## src/rtl/hfrv_sim_monitor.sv

```systemverilog
`default_nettype none
// ============================================================================
//  Module   : hfrv_sim_monitor
//  Purpose  : Bus-snooping byte-output channels with FIFOs, termination
//             register and cycle-timeout watchdog for hf-riscv simulation.
//  Revision : 1.0 - initial release
// ============================================================================
module hfrv_sim_monitor #(
    parameter int                ADDR_W        = 32,
    parameter int                DATA_W        = 32,
    parameter int                NUM_CH        = 2,
    parameter logic [ADDR_W-1:0] CH_BASE       = ADDR_W'(32'hf00000d0),
    parameter logic [ADDR_W-1:0] TERM_ADDR     = ADDR_W'(32'he0000000),
    parameter int                FIFO_DEPTH    = 16,
    parameter bit                BLOCK_ON_FULL = 1'b1,
    parameter int                CNT_W         = 32
) (
    input  logic                clk,
    input  logic                rst_n,
    input  logic                bus_valid,
    input  logic                bus_we,
    input  logic [ADDR_W-1:0]   bus_addr,
    input  logic [DATA_W-1:0]   bus_wdata,
    output logic                stall_o,
    input  logic [NUM_CH-1:0]   ch_pop,
    output logic [8*NUM_CH-1:0] ch_data,
    output logic [NUM_CH-1:0]   ch_valid,
    output logic [NUM_CH-1:0]   ch_overflow,
    input  logic [CNT_W-1:0]    timeout_limit,
    output logic [CNT_W-1:0]    cycle_count,
    output logic                terminated,
    output logic [1:0]          term_cause,
    output logic [DATA_W-1:0]   exit_code
);

    localparam int              c_aw       = $clog2(FIFO_DEPTH);
    localparam logic [CNT_W:0]  c_cnt_one  = (CNT_W+1)'(1);
    localparam logic [c_aw:0]   c_ptr_one  = (c_aw+1)'(1);

    typedef enum logic [1:0] {
        S_RUN   = 2'd0,
        S_DRAIN = 2'd1,
        S_DONE  = 2'd2
    } state_t;

    state_t              r_state;
    logic [CNT_W-1:0]    r_cycle_count;
    logic                r_terminated;
    logic [1:0]          r_term_cause;
    logic [DATA_W-1:0]   r_exit_code;

    logic                w_wr_run;
    logic                w_term_hit;
    logic                w_timeout;
    logic [NUM_CH-1:0]   w_blocked;
    logic [NUM_CH-1:0]   w_valid;

    // Writes only count while running; gating on rst_n keeps stall_o low in reset.
    assign w_wr_run   = rst_n && bus_valid && bus_we && (r_state == S_RUN);
    assign w_term_hit = w_wr_run && (bus_addr == TERM_ADDR);
    assign w_timeout  = (timeout_limit != '0) &&
                        (({1'b0, r_cycle_count} + c_cnt_one) >= {1'b0, timeout_limit});

    assign stall_o    = BLOCK_ON_FULL && (|w_blocked);
    assign ch_valid   = w_valid;

    for (genvar k = 0; k < NUM_CH; k++) begin : g_ch
        localparam logic [ADDR_W-1:0] c_ch_addr = CH_BASE + ADDR_W'(4 * k);

        logic [7:0]   r_mem [FIFO_DEPTH];
        logic [c_aw:0] r_wr_ptr;
        logic [c_aw:0] r_rd_ptr;
        logic          r_ovf;
        logic          w_hit;
        logic          w_empty;
        logic          w_full;
        logic          w_pop;
        logic          w_push;

        assign w_hit   = w_wr_run && (bus_addr == c_ch_addr);
        assign w_empty = (r_wr_ptr == r_rd_ptr);
        assign w_full  = (r_wr_ptr[c_aw] != r_rd_ptr[c_aw]) &&
                         (r_wr_ptr[c_aw-1:0] == r_rd_ptr[c_aw-1:0]);
        assign w_pop   = ch_pop[k] && !w_empty;
        // A full FIFO still takes the byte when the head leaves in the same cycle.
        assign w_push  = w_hit && (!w_full || w_pop);
        assign w_blocked[k] = w_hit && w_full && !ch_pop[k];

        assign w_valid[k]          = !w_empty;
        assign ch_overflow[k]      = r_ovf;
        assign ch_data[8*k +: 8]   = w_empty ? 8'h00 : r_mem[r_rd_ptr[c_aw-1:0]];

        always_ff @(posedge clk) begin
            if (w_push) begin
                r_mem[r_wr_ptr[c_aw-1:0]] <= bus_wdata[7:0];
            end
        end

        always_ff @(posedge clk) begin
            if (!rst_n) begin
                r_wr_ptr <= '0;
                r_rd_ptr <= '0;
                r_ovf    <= 1'b0;
            end else begin
                if (w_push) begin
                    r_wr_ptr <= r_wr_ptr + c_ptr_one;
                end
                if (w_pop) begin
                    r_rd_ptr <= r_rd_ptr + c_ptr_one;
                end
                if (!BLOCK_ON_FULL && w_blocked[k]) begin
                    r_ovf <= 1'b1;
                end
            end
        end
    end

    always_ff @(posedge clk) begin
        if (!rst_n) begin
            r_state       <= S_RUN;
            r_cycle_count <= '0;
            r_terminated  <= 1'b0;
            r_term_cause  <= 2'b00;
            r_exit_code   <= '0;
        end else begin
            case (r_state)
                S_RUN: begin
                    if (r_cycle_count != {CNT_W{1'b1}}) begin
                        r_cycle_count <= r_cycle_count + CNT_W'(1);
                    end
                    // Software termination has priority over the watchdog.
                    if (w_term_hit) begin
                        r_exit_code  <= bus_wdata;
                        r_term_cause <= 2'b01;
                        r_state      <= S_DRAIN;
                    end else if (w_timeout) begin
                        r_exit_code  <= '0;
                        r_term_cause <= 2'b10;
                        r_state      <= S_DRAIN;
                    end
                end
                S_DRAIN: begin
                    if (!(|w_valid)) begin
                        r_state      <= S_DONE;
                        r_terminated <= 1'b1;
                    end
                end
                S_DONE: begin
                    r_terminated <= 1'b1;
                end
                default: begin
                    r_state <= S_RUN;
                end
            endcase
        end
    end

    assign cycle_count = r_cycle_count;
    assign terminated  = r_terminated;
    assign term_cause  = r_term_cause;
    assign exit_code   = r_exit_code;

endmodule
`default_nettype wire

```

## config.mk

```make
export PLATFORM = sky130hd
export DESIGN_NAME = hfrv_sim_monitor
export DESIGN_NICKNAME = d
export VERILOG_FILES = /design/src/rtl/hfrv_sim_monitor.sv
export SDC_FILE = /design/constraint.sdc
export NUM_CORES = 1
export LEC_CHECK = 0
export CAP_MARGIN = 20
export CORE_UTILIZATION = 55
export DETAILED_ROUTE_END_ITERATION = 8
export GPL_ROUTABILITY_DRIVEN = 0
export GPL_TIMING_DRIVEN = 0
export PLACE_DENSITY = 0.79
export SYNTH_ARGS = -nofsm -noshare
export SYNTH_HDL_FRONTEND = slang
export SYNTH_SLANG_ARGS = --single-unit
export TNS_END_PERCENT = 100
```

## constraint.sdc

```tcl
create_clock -name clk -period 5.15 [get_ports clk]
set_input_delay 1.2875 -clock clk [delete_from_list [all_inputs] [get_ports clk]]
set_output_delay 1.2875 -clock clk [all_outputs]
set_load 0.1 [all_outputs]
```

== After elaboration in Yosys (flattened, before gate mapping) ==
Memories as Yosys holds them, arrays and structs flattened. A register that Yosys moved wholly into a read port is not among the register bits.
Cells that the tools add are included.

* Memory bits (writable): 256
* Output and inout port bits: 88
* Memories: 2
* Register bits: 89
* Input bits: 102
* Logic and storage cells: 88

{| class="wikitable"
|+ Memories
! memory !! words !! bits a word !! rd ports !! clocked after Yosys merged registers in !! write ports !! RTL line !! text
|-
| g_ch[0].r_mem || 16 || 8 || 1 || 1 || 1 || 70 || <nowiki>logic [7:0] r_mem [FIFO_DEPTH];</nowiki>
|-
| g_ch[1].r_mem || 16 || 8 || 1 || 1 || 1 || 70 ||
|}

* Add/sub/neg operators: 6
* Multiplexer cells: 20
* Reduce and logical (&&, ||, !) cells: 35
* Eq/ne operators: 14
* Magnitude comparators: 1
* Bitwise operators: 1

{| class="wikitable"
|+ Operator list
! kind !! number
|-
| 32-bit == test (second input constant) || 3
|-
| 32-bit 2-to-1 mux || 2
|-
| 32-bit by 1-bit adder with 33-bit output (second input constant) || 1
|-
| 33-bit by 32-bit >= comparator with 1-bit output || 1
|-
| 32-bit by 1-bit adder with 32-bit output (second input constant) || 1
|-
| 32-bit != test (second input constant) || 1
|-
| 32-bit nonzero test || 1
|-
| 5-bit by 1-bit adder with 5-bit output (second input constant) || 4
|-
| 1-bit logical AND || 17
|-
| 4-bit 2-to-1 mux || 4
|-
| 8-bit 2-to-1 mux || 2
|-
| 5-bit == test || 2
|-
| 2-bit 2-to-1 mux || 5
|-
| 4-bit == test || 2
|-
| 1-bit zero test || 6
|-
| 2-bit case mux with 3 select lines || 1
|-
| 2-bit AND reduction || 3
|-
| 1-bit 2-to-1 mux || 5
|-
| 2-bit nonzero test || 2
|-
| 2-bit OR reduction || 2
|-
| 3-bit != test (second input constant) || 1
|-
| 3-bit AND reduction || 1
|-
| 2-bit by 1-bit == test with 1-bit output (second input constant) || 1
|-
| 2-bit == test (second input constant) || 1
|-
| 6 further kinds || 8
|}

== Depth between registers and ports, before layout ==
Gate-level depths: netlist (run 1).

* Depth in word-level cells: 7
* Gate-level depth with buffers: 17
* Mapped depth without buffers: 15

== Worst setup path after synthesis (run 1) ==
No wires, ideal clock.

* Path type: register -> output
* From: register with a tool-made name
* To: output port ch_data[13]
* Path buffers: 3
* Arrival: 3.685 ns
* Cell stages (with the launch flop): 7
* Required time: 3.863 ns
* Slack: 0.177 ns
* Cell sequence: dfxtp_1 > buf_2 > buf_2 > buf_2 > mux4_2 > mux2i_1 > a211oi_1

{| class="wikitable"
|+ RTL lines
! what !! RTL line !! text
|-
| end: declaration || 26 || <nowiki>output logic [8*NUM_CH-1:0] ch_data,</nowiki>
|}

== Worst setup path in the final report (run 1) ==
* From: input port bus_addr[1]
* To: output port stall_o

* Word-level cells in the longest chain between the ends: 5
* Elaborated cells between the ends (all ways): 9
* Classes of those cells: 2 x eq/ne; 7 x reduce/logical

{| class="wikitable"
|+ Ends and longest elaborated chain
! what !! RTL line !! text
|-
| start: declaration || 22 || <nowiki>input logic [ADDR_W-1:0] bus_addr,</nowiki>
|-
| 32-bit == test || 80 || <nowiki>assign w_hit = w_wr_run && (bus_addr == c_ch_addr);</nowiki>
|-
| 1-bit logical AND || 80 ||
|-
| 1-bit logical AND (2 in a row) || 87 || <nowiki>assign w_blocked[k] = w_hit && w_full && !ch_pop[k];</nowiki>
|-
| 2-bit OR reduction (*) || 64 || <nowiki>assign stall_o = BLOCK_ON_FULL && (|w_blocked);</nowiki>
|-
| end: declaration || 24 || <nowiki>output logic stall_o,</nowiki>
|}

Mark *: on every way between the ends. The rest lies on a longest branch, timed or not.

==> flow_metrics.tcl, run 1 <==
set metrics [dict create \
    synth_cells 1039 \
    drt_pass1_iterations 5 \
    instances_no_fill 1674 \
    finalInstanceArea_um2 18900 \
    grt_start_max_net_pins 34 \
    ant_nets 0 \
    post_cts_buffers 0 \
    status "complete, no violations" \
    synth.ff_latch_count 353 \
    nNetsFinal 1425 \
    hold_viol 0 \
    slew_violations 0 \
    synth_adder_area_share_pct 3.51 \
    gr-usage-met1_pct 33.9 \
    wl_per_cell_um 21.9 \
    leakage_nw 6.76 \
    synth-simple-area-share_pct 10.3 \
    async_flop_share_pct 0 \
    antenna_cells 0 \
    area_growth_pct 23.5 \
    dp.final_hpwl_mm 25.1 \
    cts_htree_levels 2 \
    relSlewSlack_pct 29.7 \
    cts_buffers 35 \
    startpoint_type "input pin" \
    hp-class "reg2reg" \
    wl_mm 36.7 \
    worstMarginPinSlew_ns 1.05 \
    crit_type "in2out" \
    io_pins 190 \
    grt.busiest_layer "met2" \
    initial_core_util_pct 56.4 \
    min_period_ns 5.01 \
    grt_use_met2_pct 43.3 \
    end_kind "primary output" \
    core_region_area_um2 27200 \
    antenna_found_initial 0 \
    ys_seq_area_share_pct 62.8 \
    ys_warn_count 0 \
    synth.avg_cell_area_um2 14.7 \
    drt_iter0_drc 778 \
    remaining_drc_errors 0 \
    grt_pass1_wl_mm 55.8 \
    use_met3_pct 5.21 \
    rsz0062_at_grt "no" \
    clock_path_buffers 3 \
    max-vdd-ir-drop_mv 0.218 \
    placed_cell_area_um2 17700 \
    crit_arrival_ns 3.72 \
    numPortBuffers 187 \
    muxShareOfSynthArea_pct 10.8 \
    timing.fmax_mhz 200 \
    max-cap-violations 0 \
    min_period_over_period_pct 97.2 \
    drive_gt1_share_pct 12.6 \
    die_y_um 169 \
    cts_tree "built" \
    multi_input_area_um2 5300 \
    vias 9742 \
    syn_area_um2 15300 \
    die_x_um 169 \
    via_per_inst 5.82 \
    die_area_um2 28500 \
    fill_cells 1882 \
    synth.distinct_cells 61 \
    path_clk_slew_ns 0.06 \
    regArea_um2 9630 \
    dp_cells 1606 \
    hold_slack_ns 0.451 \
    clock_latency_ns 0.51 \
    synth_edf_count 256 \
    path_max_fanout 3 \
    synth-compound-area-share_pct 5.01 \
    cts-root-buf "clkbuf_16" \
    gr-total-overflow 0 \
    power.density_nw_per_um2 292 \
    skew_ns 0.0271 \
    setup_viol 0 \
    clock_sinks 353 \
    p_total_w 0.00553 \
    yosys.area_share.xor_xnor_pct 4.80 \
    synth_top_family_by_area "multiplexers" \
    synth_ff_type "edfxtp_1" \
    grtUsageTotal_pct 25.9 \
    required_ns 3.86 \
    rows 60 \
    grt_pass1_vias 9818 \
]
-- cell type report --
class / instances / share of cell area [%]
flip-flops and latches: 353 / 50.9
multi-input cells: 593 / 28.0
repair buffers: 203 / 11.3
clock buffers: 46 / 4.85
well taps: 372 / 2.46
plain buffers: 54 / 1.37
inverters: 40 / 0.793
clock inverters: 13 / 0.350
-- synth_stat cells (all sizes together), types with 2 or more instances --
cell	instances	share of area, %
nor2b	25	1.0
dfxtp	97	13
xor2	21	1.2
o21ai	8	0.26
nand4	27	1.1
xnor2	63	3.6
nand3	19	0.65
a21boi	3	0.15
and3	11	0.45
nand2	46	1.2
buf	29	1.1
inv	40	0.98
and2	54	2.2
nor4	16	0.78
a221oi	2	0.16
or3	5	0.20
ha	43	3.5
and4	3	0.19
nor3	15	0.60
clkbuf	25	0.61
nor2	37	0.91
edfxtp	256	50
a21oi	11	0.43
mux4	64	9.4
nand2b	13	0.58
a211oi	34	1.7
a22o	32	1.8
mux2i	22	1.4
-- logic make-up (layout without fill, tap and decap cells) --
kind of cell               after synthesis  after routing
DFF                                    353            353
buffers and inverters                   94            356
muxes                                   86             86
other                                    1              2
xor gates and xnor gates                84             84
adders and majority gates               43             43
and+or+nand+nor                        278            278
AOI/OAI and AO/OA                      100            100
-- layout by cell type (no fill, tap or decap), drive strengths merged, types with 5 or more instances in the layout --
cell type,synthesis,final
nand2b,13,13
dfxtp,97,97
clkdlybuf4s50,0,173
a21oi,11,11
xor2,21,21
mux2i,22,22
nor4,16,16
a211oi,34,34
nand2,46,46
ha,43,43
nor2b,25,25
nand4,27,27
mux4,64,64
clkinv,0,9
a22o,32,32
and3,11,11
edfxtp,256,256
and2,54,54
dlymetal6s2s,0,13
inv,40,41
nand3,19,19
clkbuf,25,74
or3,5,5
nor3,15,15
o21ai,8,8
xnor2,63,63
buf,29,42
nor2,37,37
-- path summary, 6_finish.rpt --
| path | to | slack (ns) | depth (start not counted) | from |
|---|---|---|---|---|
| min | term_cause[0] | 0.45 | 2 | term_cause[0] |
| min reg2reg | term_cause[0] | 0.45 | 2 | term_cause[0] |
| max reg2reg | exit_code[5] | 0.34 | 16 | cycle_count[0] |
| max | stall_o | 0.14 | 6 | bus_addr[1] |
-- state kept, by name, summed over array words and instances (netlist names), named ones only --
signal / count
g_ch.r_mem: 256
cycle_count: 32
exit_code: 32
g_ch.r_rd_ptr: 10
g_ch.r_wr_ptr: 10
r_state: 2
term_cause: 2
terminated: 1
-- report_power, final --
group	switching (W)	internal, W
Clock	0.00101	0.00125
Sequential	0.00000474	0.00304
Combinational	0.000113	0.000107
Total	0.00113	0.00440
-- metrics by stage --
stage	setup WS (ns)	utilization (%)	setup TNS, ns
after floorplan	0.177	-	0
after global placement	-0.609	65.0	-0.609
after detailed placement	-0.633	65.3	-0.633
after CTS	0.0403	68.9	0
after global routing	0.0184	69.7	0
final	0.144	69.7	0
-- repair_timing --
action                                  4_1_cts  5_1_grt
hold buffers                                  0        0
endpoints found under the setup margin        1       44
gates resized for setup                       4       14
-- per-layer routing --
| metal | vias to the layer above | routed length (µm) |
|---|---|---|
| met5 | - | 0 |
| met4 | 0 | 1140 |
| met3 | 70 | 2680 |
| met2 | 411 | 18000 |
| met1 | 4861 | 14900 |
| li1 | 4400 | - |
-- critical path: stages --
cell,delay (ns)
clkdlybuf4s50_1,0.42
nor4b_2,0.49
nand4_1,0.22
nor3_1,0.45
and2_1,0.26
clkdlybuf4s15_2,0.58
Note: power is estimated with default switching activity, not from simulation.
==> inputs of run 2 (changes only) <==
--- a/config.mk
+++ b/config.mk
@@ -6,6 +6,7 @@
 export NUM_CORES = 1
 export LEC_CHECK = 0
 export CAP_MARGIN = 20
+export CORE_MARGIN = 8
 export CORE_UTILIZATION = 55
 export DETAILED_ROUTE_END_ITERATION = 8
 export GPL_ROUTABILITY_DRIVEN = 0
==> constraint.sdc (replaced) <==
create_clock -name clk -period 6.42 [get_ports clk]
set_input_delay 1.605 -clock clk [delete_from_list [all_inputs] [get_ports clk]]
set_output_delay 1.605 -clock clk [all_outputs]
set_load 0.1 [all_outputs]
==> run 2 against run 1 <==
Cell count increased by 0.60%. Clock-buffer cell count down 2. Critical path depth unchanged. Core utilization is 0.49 points lower. Total power shrank 15%. First-iteration DRC count down 0.51%. Setup slack improved by 0.095 ns. Register-to-register slack improved by 1.1 ns. Die area grew 17%. Via count rose by 0.45%. Global-route usage down 3.5 points. Sequential power fell by 20%. Critical path type unchanged. Largest cell class unchanged.
==> flow_metrics.tcl, run 2 (same netlist as run 1, synthesis figures left out) <==
set metrics [dict create \
    min_period_over_period_pct 96.3 \
    reg2reg_depth 16 \
    rsz0062_at_grt "no" \
    dr_wl_met3_mm 2.98 \
    numPortBuffers 187 \
    startpoint_type "input pin" \
    grt_pass1_vias 10200 \
    status "complete, no violations" \
    drt_pass1_iterations 5 \
    wl_met1_mm 15.8 \
    r2r_slack_ns 1.43 \
    max-vdd-ir-drop_mv 0.146 \
    max_stage_delay_ns 0.88 \
    die_x_um 183 \
    max-cap-violations 0 \
    hp-class "reg2reg" \
    antenna_found_initial 1 \
    setup_tns_ns 0 \
    die_y_um 183 \
    skew_ns 0.0208 \
    vias 9786 \
    end_kind "primary output" \
    drt_iter0_drc 774 \
    wl_mm 38.5 \
    critical_path.cell_chain "clkdlybuf4s50_1, nor4_1, nand4_1, nor3_1, and2_1, dlygate4sd2_1" \
    rows 61 \
    area_growth_pct 24.7 \
    cts_tree "built" \
    grt_pass1_wl_mm 58.4 \
    leakage_nw 6.61 \
    required_ns 4.82 \
    dp.final_hpwl_mm 26.3 \
    worstMarginPinSlew_ns 1.06 \
    top_layer "met5" \
    regArea_um2 9630 \
    path_clk_slew_ns 0.06 \
    crit_arrival_ns 4.58 \
    fill_cells 1894 \
    layout.cells.most_common "edfxtp_1" \
    grtUsageTotal_pct 22.4 \
    ant_nets 0 \
    drive_gt1_share_pct 12.9 \
    power.density_nw_per_um2 247 \
    worst_path_max_delay_cell "dlygate4sd2_1" \
    min_period_ns 6.18 \
    grt_start_max_net_pins 34 \
    via_per_inst 5.81 \
    dp_cells 1613 \
    cts_buffers 35 \
    final_cell_mix "edfxtp_1 (256), clkdlybuf4s50_1 (186), dfxtp_1 (97)" \
    multi_input_area_um2 5290 \
    finalInstanceArea_um2 19100 \
    largest_reg_flops 256 \
    relSlewSlack_pct 29.0 \
    instances_no_fill 1684 \
    holdPathStages 2 \
    slew_violations 0 \
    clock_sinks 353 \
    hold_viol 0 \
    nNetsFinal 1425 \
    ctsHoldBuffers 0 \
    placed_cell_area_um2 17800 \
    clock_path_buffers 3 \
    antenna_cells 0 \
    cts-root-buf "clkbuf_16" \
    cts_htree_levels 2 \
    path_max_fanout 3 \
    remaining_drc_errors 0 \
    p_total_w 0.00472 \
    initial_core_util_pct 55.5 \
    wl_met2_mm 18.9 \
    crit_type "in2out" \
    setup_viol 0 \
    core_region_area_um2 27600 \
    io_pins 190 \
    clock_latency_ns 0.51 \
    die_area_um2 33500 \
    wl_per_cell_um 22.9 \
    timing.fmax_mhz 162 \
    gr-total-overflow 0 \
]
run 2: changes by cell type in the layout (fill, tap and decap cells not counted), moves of 2 or more:
cell and change:
buf_16 +2, buf_2 -4, buf_4 +3, bufinv_16 +5, clkbuf_1 -5, clkbuf_8 +2
clkdlybuf4s50_1 +13, clkinv_1 +2, clkinv_2 -2, dlymetal6s2s_1 -13
run 2: worst paths after layout:
kind,startpoint,to
worst max-delay path,bus_addr[5],stall_o
worst min-delay path,term_cause[0],term_cause[0]
worst max register to register,cycle_count[0],exit_code[4]
worst min register to register,term_cause[0],term_cause[0]
run 2: area by class of cell:
cell class | count | area share (%)
plain buffers | 54 | 1.36
clock buffers | 44 | 4.98
clock inverters | 19 | 1.22
inverters | 40 | 0.786
multi-input cells | 593 | 27.7
flip-flops and latches | 353 | 50.4
well taps | 378 | 2.47
repair buffers | 203 | 11.1
run 2: routing by layer:
layer	global-route usage, %	vias to the layer above
li1	-	4421
met1	29.5	4863
met2	37.1	434
met3	5.16	66
met4	6.15	2
met5	0	-
run 2: what timing repair did:
action / CTS / global route
setup buffers: 0 / 0
setup endpoints to repair: 1 / 0
gates resized for setup: 1 / 0
run 2: stage by stage:
| stage | setup slack (ns) | utilization [%] | hold slack [ns] |
|---|---|---|---|
| after floorplan | 1.13 | - | 0.469 |
| after global placement | -0.0388 | 64.0 | 0.443 |
| after detailed placement | -0.0186 | 64.3 | 0.449 |
| after CTS | 0.212 | 68.6 | 0.461 |
| after global routing | 0.130 | 69.2 | 0.491 |
| final | 0.239 | 69.2 | 0.461 |
run 2: critical path, delay by kind of cell:
kind                   cells  cell delay, ns
AND/OR/NAND/NOR            4            1.65
buffers and inverters      2            1.30
run 2: where the power goes:
part           switching, W  total (W)  internal, W
Clock              0.000846    0.00210      0.00126
Sequential       0.00000356    0.00244      0.00244
Combinational     0.0000889   0.000176    0.0000869
Total              0.000938    0.00472      0.00379
==> inputs of run 3 (changes only) <==
==> constraint.sdc (replaced) <==
create_clock -name clk -period 6.7 [get_ports clk]
set_input_delay 1.675 -clock clk [delete_from_list [all_inputs] [get_ports clk]]
set_output_delay 1.675 -clock clk [all_outputs]
set_load 0.1 [all_outputs]
==> run 3 against run 2 <==
Flip-flop and latch count unchanged. Wire length about the same. Sequential share of layout area about the same. Register-to-register slack improved by 0.28 ns. Total power decreased by 4.2%. Setup slack improved by 0.25 ns. Via count about the same. First-iteration DRC count decreased by 0.39%. Cell count unchanged. Largest cell class unchanged.
==> flow_metrics.tcl, run 3 (same netlist as run 1, synthesis figures left out) <==
set metrics [dict create \
    hold_viol 0 \
    remaining_drc_errors 0 \
    final_cell_mix "edfxtp_1 (256), clkdlybuf4s50_1 (186), dfxtp_1 (97)" \
    gr-total-overflow 0 \
    skew_ns 0.0213 \
    largest_reg_flops 256 \
    r2r-start "cycle_count[0]" \
    clock_path_buffers 3 \
    antenna_cells 0 \
    grt_start_max_net_pins 34 \
    nNetsFinal 1425 \
    rsz0062_at_grt "no" \
    min_period_over_period_pct 92.7 \
    rows 61 \
    path_max_fanout 3 \
    cts_htree_levels 2 \
    grt.busiest_layer "met2" \
    numPortBuffers 187 \
    reg2reg_to "exit_code[4]" \
    crit_arrival_ns 4.54 \
    reg2reg_depth 16 \
    holdPathStages 2 \
    area_growth_pct 24.7 \
    dp.final_hpwl_mm 26.3 \
    setup_tns_ns 0 \
    hold_path.startpoint "term_cause[0]" \
    hold_path_end "term_cause[0]" \
    clock_sinks 353 \
    grt_pass1_wl_mm 58.4 \
    setup_viol 0 \
    worstMarginPinSlew_ns 1.06 \
    p_switching_w 0.000899 \
    pwr-share-seq_pct 51.7 \
    end_kind "primary output" \
    grtUsageTotal_pct 22.4 \
    grt_pass1_vias 10200 \
    io_pins 190 \
    gr-usage-met1_pct 29.5 \
    drive_gt1_share_pct 12.9 \
    fill_cells 1894 \
    swShare_pct 19.9 \
    path_clk_slew_ns 0.06 \
    required_ns 5.03 \
    wl_mm 38.5 \
    clock_latency_ns 0.51 \
    antenna_found_initial 1 \
    layout.cells.most_common "edfxtp_1" \
    max-cap-violations 0 \
    status "complete, no violations" \
    vias 9784 \
    ant_nets 0 \
    min_period_ns 6.21 \
    timing.fmax_mhz 161 \
    r2r_slack_ns 1.71 \
    core_region_area_um2 27600 \
    relSlewSlack_pct 28.8 \
    leakage_nw 6.62 \
    p_comb_share_pct 3.7 \
    die_x_um 183 \
    max-vdd-ir-drop_mv 0.140 \
    die_y_um 183 \
    cts_tree "built" \
    via_per_inst 5.81 \
    cts_buffers 35 \
    power.density_nw_per_um2 237 \
    cts-root-buf "clkbuf_16" \
    die_area_um2 33500 \
    p_int_w 0.00363 \
    grt_use_met2_pct 37.1 \
    startpoint_type "input pin" \
    p_clk_share_pct 44.5 \
    slew_violations 0 \
    instances_no_fill 1684 \
    dp_cells 1613 \
    hp-class "reg2reg" \
    wl_per_cell_um 22.9 \
    use_met3_pct 5.16 \
    drt_iter0_drc 771 \
    drt_pass1_iterations 5 \
    crit_type "in2out" \
    initial_core_util_pct 55.5 \
]
run 3: cell types whose count changed in the layout (fill, tap and decap cells not counted), sizes merged:
cell,delta
dlygate4sd2,-1
dlymetal6s2s,+1
run 3: how the worst max path moves through the flow:
stage / end / cells past startpoint / start / slack [ns]
floorplan: ch_data[13] / 6 / flop / 1.34
global placement: stall_o / 6 / bus_addr[5] / 0.10
detailed placement: stall_o / 6 / bus_addr[5] / 0.12
CTS: stall_o / 6 / bus_addr[5] / 0.07
global route: stall_o / 6 / bus_addr[5] / 0.38
finish: stall_o / 6 / bus_addr[5] / 0.49
run 3: metal layers:
metal  vias up  part of all wire (%)
li1       4421                     -
met1      4880                    41
met2       415                    49
met3        66                   7.6
met4         2                   2.1
met5         -                 0.034
run 3: power groups by stage:
stage | Sequential [W] | Combinational [W] | Clock (W)
after floorplan | 0.00240 | 0.0000373 | 0
after global placement | 0.00239 | 0.000149 | 0
after detailed placement | 0.00239 | 0.000157 | 0
after CTS | 0.00234 | 0.000158 | 0.00203
after global routing | 0.00234 | 0.000181 | 0.00213
final | 0.00234 | 0.000168 | 0.00202
run 3: layout make-up:
type | instances | area, µm² | share of cell area, %
tap | 378 | 473 | 2.47
clock buffer | 44 | 951 | 4.97
timing repair buffer | 203 | 2130 | 11.1
sequential | 353 | 9630 | 50.4
clock inverter | 19 | 234 | 1.22
multi-input combinational | 593 | 5290 | 27.7
inverter | 40 | 150 | 0.785
buffer | 54 | 260 | 1.36
run 3: timing repair:
action                     in CTS  in global routing
hold buffers                    0                  0
gates resized for setup         0                  1
setup endpoints to repair       0                  1
buffers inserted                0                  0
run 3: metrics by stage:
stage	setup WS [ns]	power [W]	cell area (µm²)	util (%)	hold slack [ns]
3_3_place_gp	0.101	0.00254	17700	64.0	0.443
6_report	0.488	0.00453	19100	69.2	0.461
5_1_grt	0.381	0.00465	19100	69.2	0.491
4_1_cts	0.0685	0.00453	19000	68.6	0.461
2_1_floorplan	1.34	0.00244	15300	-	0.469
3_5_place_dp	0.121	0.00255	17800	64.3	0.449
run 3: worst max-delay path, cell delays in order:
cell             delay, ns
clkdlybuf4s50_1       0.42
nor4_1                0.56
nand4_1               0.24
nor3_1                0.57
and2_1                0.28
dlymetal6s2s_1        0.77
